`src/rtl/medidor_escalonador.sv`:
```
// Round-robin scheduler for four sensors sharing one measurement unit and one serial transmitter.
// Each measurement has a watchdog, and sticky per-channel timeout flags are kept.
module medidor_escalonador #(
  parameter int TIMEOUT   = 1000,
  parameter int INTERVALO = 50000
) (
  input  logic       clock,
  input  logic       reset,
  input  logic       iniciar,
  input  logic       parar,
  input  logic [3:0] habilita,
  input  logic       fim_medida,
  input  logic       fim_envio,
  output logic [1:0] sel_sensor,
  output logic       mede,
  output logic       envia,
  output logic [3:0] erro,
  output logic       ocupado,
  output logic       pronto,
  output logic [7:0] rodadas,
  output logic [2:0] db_estado
);

  localparam int TW = $clog2(TIMEOUT + 1);
  localparam int IW = $clog2(INTERVALO + 1);

  typedef enum logic [2:0] {
    OCIOSO         = 3'd0,
    SELECIONA      = 3'd1,
    DISPARA        = 3'd2,
    AGUARDA_MEDIDA = 3'd3,
    TRANSMITE      = 3'd4,
    AGUARDA_ENVIO  = 3'd5,
    PROXIMO        = 3'd6,
    INTERVALO_ST   = 3'd7
  } estado_t;

  estado_t         estado_q, estado_d;
  logic [1:0]      index_q, index_d;
  logic [1:0]      sel_q, sel_d;
  logic [3:0]      mascara_q, mascara_d;
  logic [3:0]      erro_q, erro_d;
  logic [7:0]      rodadas_q, rodadas_d;
  logic            stop_q, stop_d;
  logic            pronto_q, pronto_d;
  logic [TW-1:0]   wdog_q, wdog_d;
  logic [IW-1:0]   intv_q, intv_d;

  always_ff @(posedge clock or negedge reset) begin
    if (!reset) begin
      estado_q  <= OCIOSO;
      index_q   <= '0;
      sel_q     <= '0;
      mascara_q <= '0;
      erro_q    <= '0;
      rodadas_q <= '0;
      stop_q    <= 1'b0;
      pronto_q  <= 1'b0;
      wdog_q    <= '0;
      intv_q    <= '0;
    end else begin
      estado_q  <= estado_d;
      index_q   <= index_d;
      sel_q     <= sel_d;
      mascara_q <= mascara_d;
      erro_q    <= erro_d;
      rodadas_q <= rodadas_d;
      stop_q    <= stop_d;
      pronto_q  <= pronto_d;
      wdog_q    <= wdog_d;
      intv_q    <= intv_d;
    end
  end

  always_comb begin
    estado_d  = estado_q;
    index_d   = index_q;
    sel_d     = sel_q;
    mascara_d = mascara_q;
    erro_d    = erro_q;
    rodadas_d = rodadas_q;
    pronto_d  = 1'b0;
    wdog_d    = wdog_q;
    intv_d    = intv_q;
    // A stop request seen this very cycle already counts for end-of-round decisions.
    stop_d    = stop_q | (parar & (estado_q != OCIOSO));

    case (estado_q)
      OCIOSO: begin
        if (iniciar && (habilita != 4'b0000)) begin
          estado_d  = SELECIONA;
          mascara_d = habilita;
          index_d   = 2'd0;
          erro_d    = 4'b0000;
          rodadas_d = 8'd0;
          stop_d    = 1'b0;
        end
      end
      SELECIONA: begin
        if (mascara_q[index_q]) begin
          estado_d = DISPARA;
          sel_d    = index_q;
        end else begin
          estado_d = PROXIMO;
        end
      end
      DISPARA: begin
        wdog_d   = '0;
        estado_d = AGUARDA_MEDIDA;
      end
      AGUARDA_MEDIDA: begin
        if (fim_medida) begin
          estado_d = TRANSMITE;
        end else if (wdog_q == TW'(TIMEOUT - 1)) begin
          erro_d[index_q] = 1'b1;
          estado_d        = PROXIMO;
        end else begin
          wdog_d = wdog_q + TW'(1);
        end
      end
      TRANSMITE: begin
        estado_d = AGUARDA_ENVIO;
      end
      AGUARDA_ENVIO: begin
        if (fim_envio) begin
          estado_d = PROXIMO;
        end
      end
      PROXIMO: begin
        if (index_q != 2'd3) begin
          index_d  = index_q + 2'd1;
          estado_d = SELECIONA;
        end else begin
          rodadas_d = rodadas_q + 8'd1;
          if (stop_d) begin
            estado_d = OCIOSO;
            pronto_d = 1'b1;
            stop_d   = 1'b0;
          end else begin
            estado_d = INTERVALO_ST;
            intv_d   = '0;
          end
        end
      end
      INTERVALO_ST: begin
        if (stop_d) begin
          estado_d = OCIOSO;
          pronto_d = 1'b1;
          stop_d   = 1'b0;
        end else if (intv_q == IW'(INTERVALO - 1)) begin
          estado_d  = SELECIONA;
          index_d   = 2'd0;
          mascara_d = habilita;
        end else begin
          intv_d = intv_q + IW'(1);
        end
      end
      default: estado_d = OCIOSO;
    endcase
  end

  assign sel_sensor = sel_q;
  assign mede       = (estado_q == DISPARA);
  assign envia      = (estado_q == TRANSMITE);
  assign erro       = erro_q;
  assign ocupado    = (estado_q != OCIOSO);
  assign pronto     = pronto_q;
  assign rodadas    = rodadas_q;
  assign db_estado  = estado_q;

endmodule

```
`config.mk`:
```
export PLATFORM = sky130hd
export DESIGN_NAME = medidor_escalonador
export DESIGN_NICKNAME = d
export VERILOG_FILES = /design/src/rtl/medidor_escalonador.sv
export SDC_FILE = /design/constraint.sdc
export NUM_CORES = 1
export LEC_CHECK = 0
export BUFFER_PORTS_ARGS = -buffer_cell sky130_fd_sc_hd__buf_2
export CORE_MARGIN = 5
export CORE_UTILIZATION = 30
export CTS_CLUSTER_SIZE = 40
export DETAILED_ROUTE_END_ITERATION = 7
export PLACE_DENSITY = 0.46
export SYNTH_ARGS = -nofsm -noshare
export SYNTH_HDL_FRONTEND = slang
export SYNTH_SLANG_ARGS = --single-unit
```
`constraint.sdc`:
```
create_clock -name clock -period 3.6 [get_ports clock]
set_input_delay 0.36 -clock clock [delete_from_list [all_inputs] [get_ports clock]]
set_output_delay 0.36 -clock clock [all_outputs]
set_load 0.1 [all_outputs]
```
==> flow_summary.json <==
{
  "clkTransAtPathRegs_ps": 100,
  "powerDensity_nw_per_um2": 818,
  "synthSimpleGateAreaFrac_pct": 25.8,
  "viasPerCell": 5.28,
  "synth_top_family_by_area": "simple AND/OR/NAND/NOR gates",
  "die_h_um": 106,
  "gp_congestion": 0.779,
  "post_cts_buffers": 0,
  "final_cell_mix": "dfrtp_1, nand2_1, nor2_1, buf_2, o21ai_0",
  "synth-compound-area-share_pct": 15.0,
  "intPower_w": 0.00126,
  "final_cells": 442,
  "dr.pass1.iters": 4,
  "worstMarginPinSlew_ps": 801,
  "min_period_ps": 2690,
  "antenna_cells": 0,
  "num_vias": 2334,
  "power.total_w": 0.00259,
  "ys_ff_latch": 51,
  "crit_fanout": 23,
  "row_count": 35,
  "grt.total_usage_pct": 12.8,
  "drt_wl_total_mm": 6.81,
  "timing.final.max_slew_violations": 0,
  "max_slew_margin_pct": 45.9,
  "setup_violations": 0,
  "synth_edf_count": 0,
  "synthFlopType": "dfrtp_1",
  "final_hold_viol_count": 0,
  "post_synth.cell_area_avg_um2": 9.15,
  "p_seq_share_pct": 35.6,
  "pwr-share-clk_pct": 18.4,
  "fin_skew_ps": 5.71,
  "holdBufCountCts": 0,
  "rsz0062_at_grt": "false",
  "hp-class": "primary input to async pin",
  "clk_latency_ps": 310,
  "cts-root-buf": "clkbuf_8",
  "cts_buffer_depth": 2,
  "grt.overflow.total": 0,
  "synth_warnings": 0,
  "area_growth_pct": 13.8,
  "cp-end-kind": "primary output",
  "drv_cap": 0,
  "die_w_um": 106,
  "p_leak_nw": 1.38,
  "fmaxAchievable_ghz": 0.372,
  "antenna_found_initial": 0,
  "final_common_cell": "dfrtp_1",
  "ys_types": 53,
  "ctsResizeCount": 0,
  "numCtsBuffers": 5,
  "arrival_ps": 2330,
  "ant_nets": 0,
  "ys_seq_area_share_pct": 45.9,
  "drt_iter0_drc": 189,
  "start_util_pct": 30.4,
  "swShare_pct": 51.4,
  "grt_max_degree": 34,
  "outcome": "completed",
  "placed_cells": 434,
  "switching_power_w": 0.00133,
  "io_pins": 31,
  "critPathKind": "flop to primary output",
  "synthMuxAreaShare_pct": 3.51,
  "die_area_um2": 11300,
  "wl_per_cell_um": 15.4,
  "peakVddDrop_mv": 0.417,
  "period_share_pct": 74.6,
  "synthAdderAreaFrac_pct": 3.15,
  "synthXorXnorAreaFrac_pct": 3.15,
  "setup_tns_ps": 0,
  "pwr-share-comb_pct": 45.9,
  "core-area_um2": 9150,
  "syn_area_um2": 2780,
  "drc_errors": 0,
  "synthCells": 304,
  "io_buffers": 30,
  "layout.nets": 347,
  "drive_gt1_share_pct": 16.9,
  "grt_pass1_vias": 2210,
  "async_flop_share_pct": 100,
  "cts_max_level": 2,
  "cts_sinks": 51,
  "dpl.hpwl_mm": 5.02,
  "synth_nets": 321,
  "grt_pass1_wl_mm": 11.7,
  "worst_setup_path_start_kind": "flop",
  "cp.required_ps": 3240,
  "cts_tree": "yes"
}
-- power groups by stage --
stage | Clock [W] | Combinational, W | Sequential [W]
after floorplan | 0 | 0.000560 | 0.00134
after detailed placement | 0 | 0.00120 | 0.000935
after global routing | 0.000522 | 0.00128 | 0.000964
after CTS | 0.000497 | 0.00120 | 0.000924
final | 0.000478 | 0.00119 | 0.000923
after global placement | 0 | 0.00120 | 0.000929
-- per-layer routing --
| metal | global-route usage, % | wire length [um] |
|---|---|---|
| met5 | 0 | 0 |
| met4 | 3.52 | 66 |
| met2 | 18.4 | 2880 |
| met1 | 19.4 | 3570 |
| met3 | 2.55 | 289 |
-- synthesized netlist by cell type, drive strengths merged, types with 2 or more instances --
library cell	n	area (um^2)
inv	10	37.5
or3	7	45.1
o41ai	2	17.5
o22ai	2	12.5
nand2	33	124
a32o	2	20.0
ha	7	87.6
a22o	4	35.0
and2	3	18.8
or4	4	33.8
nor2	33	124
o21a	3	22.5
and3	4	27.5
nand2b	4	25.0
buf	4	25.0
mux2i	3	30.0
o21ai	22	110
a21o	3	23.8
xnor2	7	61.3
a21oi	10	50.1
clkbuf	9	35.0
a31oi	12	75.1
nor2b	2	12.5
nand4	8	50.1
mux2	4	45.0
xor2	3	26.3
nand3	18	95.1
dfrtp	51	1280
nor4	7	50.1
nor3	10	61.3
-- final timing paths --
check | start | slack [ps] | end | cells past startpoint
worst max-delay path | db_estado[0] | 910 | mede | 3
worst min-delay path | reset | 130 | intv_q[5] | 1
worst max register to register | db_estado[0] | 1060 | intv_q[3] | 5
worst min register to register | sel_sensor[0] | 480 | sel_sensor[0] | 2
max in group asynchronous | reset | 2720 | intv_q[8] | 2
min in group clock | habilita[3] | 300 | mascara_q[3] | 2
-- metrics by stage --
step / instance area [um^2] / utilization [%] / setup slack, ps / hold WS, ps
floorplan: 2790 / - / 425 / 64.4
CTS: 3170 / 34.6 / 883 / 165
finish: 3170 / 34.6 / 913 / 129
detailed placement: 3030 / 33.1 / 1110 / 470
global placement: 3030 / 33.1 / 1180 / 464
global route: 3170 / 34.6 / 646 / 195
-- cells by family (layout without fill, tap and decap cells) --
family                     count (synthesis)  after routing
adders and majority gates                  7              7
and+or+nand+nor                          139            139
DFF                                       51             51
AOI/OAI and AO/OA                         66             66
xor gates and xnor gates                  10             10
muxes                                      8              8
buffers and inverters                     23             50
-- registers in the layout (all words and copies together) (netlist names) --
signal and count:
db_estado 3, erro 4, index_q 2, intv_q 16
mascara_q 4, pronto 1, rodadas 8, sel_sensor 2
stop_q 1, wdog_q 10
-- cell type report --
type	count	area (um^2)
fill	972	5980
multi-input combinational	230	1410
sequential	51	1280
timing repair buffer	32	165
tap	111	139
clock buffer	5	68.8
clock inverter	3	67.6
inverter	10	37.5
-- worst max-delay path, cell delays in order (launching register included) --
cell,delay [ps]
dfrtp_1,630
nand2b_1,310
nor2_1,540
buf_2,540
No activity file was read; power rests on OpenSTA's default activity.
